File: src/rtl/pipe_stage_skid_if.sv
// Valid/ready handshake bundle for pipe_stage_skid: upstream (in_*) and downstream (out_*) sides.
// The slave modport is the stage's view and the master modport is the environment's view.
interface pipe_stage_skid_if #(
  parameter int WIDTH = 16
);
  logic             in_valid;
  logic             in_ready;
  logic [WIDTH-1:0] in_data;
  logic             out_valid;
  logic             out_ready;
  logic [WIDTH-1:0] out_data;
  logic [1:0]       occupancy;

  modport slave (
    input  in_valid,
    input  in_data,
    input  out_ready,
    output in_ready,
    output out_valid,
    output out_data,
    output occupancy
  );

  modport master (
    output in_valid,
    output in_data,
    output out_ready,
    input  in_ready,
    input  out_valid,
    input  out_data,
    input  occupancy
  );
endinterface

File: src/rtl/pipe_stage_skid.sv
// Pipeline stage register with a 2-entry skid buffer, registered in_ready and synchronous flush.
// Defining PIPE_STAGE_STALL_CNT_EN adds a saturating 16-bit back-pressure stall counter (stall_cnt).
module pipe_stage_skid #(
  parameter int               WIDTH      = 16,
  parameter logic [WIDTH-1:0] RESET_DATA = '0
) (
  input  logic                    clk,
  input  logic                    rst_n,
  input  logic                    flush,
  pipe_stage_skid_if.slave        bus
`ifdef PIPE_STAGE_STALL_CNT_EN
  ,
  output logic [15:0]             stall_cnt
`endif
);

  // State bits are {skid_v, main_v}.
  typedef enum logic [1:0] {
    EMPTY   = 2'b00,
    ONE     = 2'b01,
    INVALID = 2'b10,
    FULL    = 2'b11
  } state_t;

  state_t           state_q, state_d;
  logic [WIDTH-1:0] main_data_q, main_data_d;
  logic [WIDTH-1:0] skid_data_q, skid_data_d;
  logic             in_ready_q, in_ready_d;
  logic [1:0]       occ_q, occ_d;

  logic             xfer_in;
  logic             xfer_out;
  logic             main_v;

  assign main_v   = state_q[0];
  assign xfer_in  = bus.in_valid && in_ready_q;
  assign xfer_out = main_v && bus.out_ready;

  always_ff @(posedge clk or negedge rst_n) begin
    if (!rst_n) begin
      state_q     <= EMPTY;
      main_data_q <= RESET_DATA;
      skid_data_q <= RESET_DATA;
      in_ready_q  <= 1'b1;
      occ_q       <= 2'd0;
    end else begin
      state_q     <= state_d;
      main_data_q <= main_data_d;
      skid_data_q <= skid_data_d;
      in_ready_q  <= in_ready_d;
      occ_q       <= occ_d;
    end
  end

  always_comb begin
    state_d     = state_q;
    main_data_d = main_data_q;
    skid_data_d = skid_data_q;

    if (flush) begin
      state_d     = EMPTY;
      main_data_d = RESET_DATA;
      skid_data_d = RESET_DATA;
    end else begin
      unique case (state_q)
        EMPTY: begin
          if (xfer_in) begin
            state_d     = ONE;
            main_data_d = bus.in_data;
          end
        end
        ONE: begin
          if (xfer_in && xfer_out) begin
            main_data_d = bus.in_data;
          end else if (xfer_in) begin
            state_d     = FULL;
            skid_data_d = bus.in_data;
          end else if (xfer_out) begin
            state_d = EMPTY;
          end
        end
        FULL: begin
          if (xfer_out) begin
            state_d     = ONE;
            main_data_d = skid_data_q;
          end
        end
        default: begin
          state_d = EMPTY;
        end
      endcase
    end

    // Precompute the registered views so in_ready never depends combinationally on out_ready.
    in_ready_d = !state_d[1];
    occ_d      = {1'b0, state_d[1]} + {1'b0, state_d[0]};
  end

  assign bus.in_ready  = in_ready_q;
  assign bus.out_valid = main_v;
  assign bus.out_data  = main_data_q;
  assign bus.occupancy = occ_q;

`ifdef PIPE_STAGE_STALL_CNT_EN
  logic [15:0] stall_cnt_q;

  always_ff @(posedge clk or negedge rst_n) begin
    if (!rst_n) begin
      stall_cnt_q <= 16'd0;
    end else if (main_v && !bus.out_ready && (stall_cnt_q != 16'hFFFF)) begin
      stall_cnt_q <= stall_cnt_q + 16'd1;
    end
  end

  assign stall_cnt = stall_cnt_q;
`endif

endmodule

File: src/flat_wrapper.sv
// flat-port wrapper written by rule: the top's interface ports become plain ports
module pipe_stage_skid_flat 
#(
  parameter int               WIDTH      = 16,
  parameter logic [WIDTH-1:0] RESET_DATA = '0
)
  (clk, rst_n, flush, bus_in_valid, bus_in_data, bus_out_ready, bus_in_ready, bus_out_valid, bus_out_data, bus_occupancy);
  pipe_stage_skid_if #(.WIDTH(WIDTH)) bus_i ();
  input  logic clk;
  input  logic rst_n;
  input  logic flush;
  input wire logic [$bits(bus_i.in_valid)-1:0] bus_in_valid;
  input wire logic [$bits(bus_i.in_data)-1:0] bus_in_data;
  input wire logic [$bits(bus_i.out_ready)-1:0] bus_out_ready;
  output wire logic [$bits(bus_i.in_ready)-1:0] bus_in_ready;
  output wire logic [$bits(bus_i.out_valid)-1:0] bus_out_valid;
  output wire logic [$bits(bus_i.out_data)-1:0] bus_out_data;
  output wire logic [$bits(bus_i.occupancy)-1:0] bus_occupancy;
  assign bus_i.in_valid = bus_in_valid;
  assign bus_i.in_data = bus_in_data;
  assign bus_i.out_ready = bus_out_ready;
  assign bus_in_ready = bus_i.in_ready;
  assign bus_out_valid = bus_i.out_valid;
  assign bus_out_data = bus_i.out_data;
  assign bus_occupancy = bus_i.occupancy;
  pipe_stage_skid #(.WIDTH(WIDTH), .RESET_DATA(RESET_DATA)) u_core (.clk(clk), .rst_n(rst_n), .flush(flush), .bus(bus_i));
endmodule
File: config.mk
export PLATFORM = sky130hd
export DESIGN_NAME = pipe_stage_skid_flat
export DESIGN_NICKNAME = d
export VERILOG_FILES = /design/src/rtl/pipe_stage_skid_if.sv /design/src/rtl/pipe_stage_skid.sv /design/src/flat_wrapper.sv
export SDC_FILE = /design/constraint.sdc
export NUM_CORES = 1
export LEC_CHECK = 0
export ABC_AREA = 0
export CAP_MARGIN = 20
export CORE_UTILIZATION = 45
export DETAILED_ROUTE_END_ITERATION = 16
export PLACE_DENSITY_LB_ADDON = 0.08
export REMOVE_ABC_BUFFERS = 1
export SETUP_SLACK_MARGIN = 0.05
export SLEW_MARGIN = 30
export SYNTH_ARGS = -nofsm -noshare
export SYNTH_HDL_FRONTEND = slang
export SYNTH_SLANG_ARGS = --single-unit
File: constraint.sdc
create_clock -name clk -period 2.1 [get_ports clk]
set_input_delay 0.21 -clock clk [delete_from_list [all_inputs] [get_ports clk]]
set_output_delay 0.21 -clock clk [all_outputs]
set_load 0.01 [all_outputs]
After elaboration in Yosys (flattened, before gate mapping):

Index checks and enable logic that the tools add are counted.

* muxes and demuxes: 15
* reduce and logical (&&, ||, !) cells: 10
* equality and inequality tests: 6
* add/sub/neg operators: 1

Operators by type and width (count)
* 16-bit two-way mux: 7
* 16-bit one-hot mux with 3 select lines: 1
* 2-bit two-way mux: 6
* 3-bit by 2-bit inequality test with 1-bit output (second input constant): 3
* 2-bit one-hot mux with 3 select lines: 1
* 4-bit AND reduction: 1
* 2-bit nonzero test: 2
* 4-bit nonzero test: 1
* 1-bit logical AND: 3
* 3-bit AND reduction: 1
* 1-bit by 1-bit adder with 2-bit output: 1
* 2-bit by 1-bit == test with 1-bit output (second input constant): 1
* 2-bit == test (second input constant): 1
* 2-bit zero test: 1
* 2-bit inequality test (second input constant): 1
* 1-bit zero test: 1

* output and inout bits: 20
* word-level logic and storage cells: 37
* flip-flop bits (word level): 37

Logic depth before layout (Yosys ltp):

* depth after elaboration: 7
* gate-level depth with buffers: 6
* depth with buffers taken out: 3

Least setup slack after synthesis:

No wires, ideal clock.

* path type: reg-to-reg
* start: register u_core.state_q[0]
* end: register u_core.main_data_q[10], in the netlist u_core.bus.out_data[10]
* period minus slack after synthesis: 1588 ps
* data arrival time: 1463 ps
* buffers on the path: 2
* path slack: 512 ps
* stages on the path, launching flop included: 6
* required time: 1975 ps
* cells stage by stage: dfrtp_1 -> buf_2 -> nand2b_4 -> a31oi_4 -> buf_8 -> mux2_4

* cells in the longest elaborated chain, start to end: 4
* elaborated cells on any way between the ends: 12
* classes of those cells: eq/ne: 5; mux: 2; reduce/logical: 5

Ends and longest elaborated chain
* from (decl): line pipe_stage_skid.sv:25 `state_t state_q, state_d;`
* from (signal assigned): line pipe_stage_skid.sv:47 `state_q <= state_d;`
* 1-bit logical AND: line pipe_stage_skid.sv:37 `assign xfer_out = main_v && bus.out_ready;`
* 1-bit logical AND: line pipe_stage_skid.sv:73 `if (xfer_in && xfer_out) begin`
* 3-bit by 2-bit inequality test with 1-bit output (no line)
* 4-bit AND reduction (no line)
* to (signal assigned): line pipe_stage_skid.sv:48 `main_data_q <= main_data_d;`
* to (decl): line pipe_stage_skid.sv:26 `logic [WIDTH-1:0] main_data_q, main_data_d;`

Several ways; a longest one is shown, not always the timed one.
A chain may end at the register's enable or synchronous reset.

Final worst setup path:

* start: register u_core.state_q[0]
* end: output port bus_out_valid

RTL lines
* to (decl): line flat_wrapper.sv:16 `output wire logic [$bits(bus_i.out_valid)-1:0] bus_out_valid;`

No word-level cell between the ends.

==> results.cfg <==
[run_status]
status = complete, but fails checks
violations = hold timing

[worst_setup_path]
critPathTopFamily = buffers and inverters
cpPeakStageDelay_ps = 570
critPathKind = register to primary output
critPathMaxFanout = 19
critPathSlowestCell = clkdlybuf4s50_1
worst_setup_path_end_kind = primary output
critPathLaunchType = register
arrival_ps = 1540
path_cells = buf_4, clkdlybuf4s50_1
path_buf_inv = 2
worst_ep_required_time_ps = 1890

[global_route]
grt_overflow = 0
grt_max_degree = 38
global_route.usage.total = 0.1977
grt_pass1_vias = 1322
grt_antenna_before_repair = 0
grt_pass1_wl_mm = 6.292

[clock_tree]
cts_buffers = 5
htree_levels = 2
ctsHoldBuffers = 0
path_clk_slew_ps = 80
cts_tree = built
cts_sinks = 37
insertion_delay_ps = 300
clockBufferDepth = 2
cts_setup_buffers = 0
root_buffer = clkbuf_8
post_cts_resized = 0

[finish]
layout.cells.most_common = clkdlybuf4s50_1
diodes = 0
utilization = 0.6308
layout_common_cells = clkdlybuf4s50_1, dfrtp_1, a21oi_1
finalNetCount = 207
drive_above_1_share = 0.2941
syn_to_final_growth_pct = 30.18

[sta]
final-setup-viol-count = 0
grt_setup_unrepaired = no
setup_ws_ps = 349.8
slew_headroom = 0.4701
min_period_ps = 1750
final-max-slew-violation-count = 0
fin_skew_ps = 6.805
finalSetupTns_ps = 0
min_period_over_period = 0.8334
max_freq_mhz = 571.4
holdWs_ps = -5.301
worstMarginPinSlew_ps = 794.8
final-hold-violation-count = 17

[floorplan]
die_w_um = 65.96
io_pins = 41
coreArea_sq_um = 3799
die_y_um = 65.96
die-area_sq_um = 4350
start_util = 0.4845
num_rows = 22

[drt]
dr.pass1.iters = 4
detail_route.vias_per_cell = 5.540
finalWirelength_mm = 3.896
drtIter0Drc = 82
drc = 0
drtAntennaViolNets = 0
wl_per_cell_um = 16.58
via_count = 1302

[synth]
ys_seq_area_frac = 0.5037
yosys_register_bits = 37
syn_inst = 145
syn_area_per_cell_sq_um = 12.69
synth-warning-count = 0
yosysUniqueCellTypes = 24
synth_area_sq_um = 1841

[pwr]
power_density_nw_per_um2 = 756.5
p_leak_nw = 1.067
irDropWorstVdd_mv = 0.4055

[placement]
port_buffers = 40
pre_cts_ws_ps = 227.5
place_hpwl_mm = 2.585
place_congestion = 0.8117

[job]
cap_violations = 0

[min_path]
min_path_type = input pin to async pin
-- Yosys cell counts --
library cell  number  area share
a22o_1            16       0.076
nor3_4             1      0.0088
nand3_1           16       0.044
a21oi_1           17       0.046
inv_1              2      0.0041
a21o_1             1      0.0041
nand2b_2           1      0.0048
o21ai_0            1      0.0027
nor3b_1            2      0.0082
a21bo_2           16       0.087
nand2b_4           1      0.0075
dfstp_2            1       0.014
a31oi_4            1       0.012
mux2_2             6       0.037
clkbuf_1           3      0.0061
dfrtp_1           36        0.49
buf_2              6       0.016
buf_4              1      0.0041
nand3b_4           1       0.011
a211oi_1           1      0.0041
buf_6              3       0.018
mux2_4            10       0.082
o21ba_1            1      0.0054
buf_8              1      0.0082
-- cells by family (layout without fill, tap and decap cells) --
family                 Yosys count  count (layout)  synth area share
buffers and inverters           16              58           0.05710
DFF                             37              37            0.5037
AOI/OAI and AO/OA               54              54            0.2372
muxes                           16              16            0.1183
and+or+nand+nor                 22              22           0.08362
-- worst reg2reg max path: cells and delay by family, from the launching register on --
kind            cells  cell delay, ps
compound gates      2             840
flops               1             390
simple gates        1             200
buf+inv             1             250
-- metal layers --
layer | GRT usage | up-vias | routed length [um]
met1 | 0.2423 | 646 | 1760
met2 | 0.3342 | 37 | 1888
met5 | 0 | - | 0
met3 | 0.04310 | 7 | 172
li1 | - | 612 | -
met4 | 0.08245 | 0 | 75
-- layout make-up --
| class | count | area, sq um |
|---|---|---|
| sequential | 37 | 927.1 |
| timing repair buffer | 48 | 455.4 |
| tap | 48 | 60.06 |
| fill | 296 | 1403 |
| clock buffer | 5 | 68.82 |
| inverter | 2 | 7.507 |
| multi-input combinational | 92 | 808.3 |
| clock inverter | 3 | 68.82 |
-- report_power, final --
group,internal [mW],total (mW),leakage [nW],switching (mW)
combinational,0.167,0.288,0.506,0.121
sequential,0.751,0.773,0.492,0.0225
clock,0.478,0.751,0.0687,0.273
total,1.40,1.81,1.07,0.417
-- worst paths after layout --
check | cells past startpoint | startpoint | end | slack [ps]
worst max-delay path | 2 | u_core.state_q[0] | bus_out_valid | 350
worst min-delay path | 1 | rst_n | u_core.bus.out_data[7] | -5
worst max register to register | 4 | u_core.state_q[1] | u_core.skid_data_q[6] | 360
worst min register to register | 1 | u_core.bus.out_data[0] | u_core.bus.out_data[0] | 510
max in group asynchronous | 1 | rst_n | u_core.bus.out_data[15] | 1600
min in group clk | 1 | u_core.bus.out_data[0] | u_core.bus.out_data[0] | 510
-- metrics by stage --
stage	total power, mW	instances	instance area, sq um	hold WS, ps
floorplan	0.9171	131	1743	-85.59
global placement	1.071	227	2258	346.4
detailed placement	1.078	227	2258	352.2
CTS	1.825	235	2396	27.20
global route	1.877	235	2396	67.66
finish	1.813	235	2396	-5.301
-- state kept, by name, summed over array words and instances, names as in the netlist --
signal	count
u_core.bus.in_ready	1
u_core.skid_data_q	16
u_core.state_q	2
u_core.bus.out_data	16
u_core.bus.occupancy	2
(Power assumes the default switching activity.)
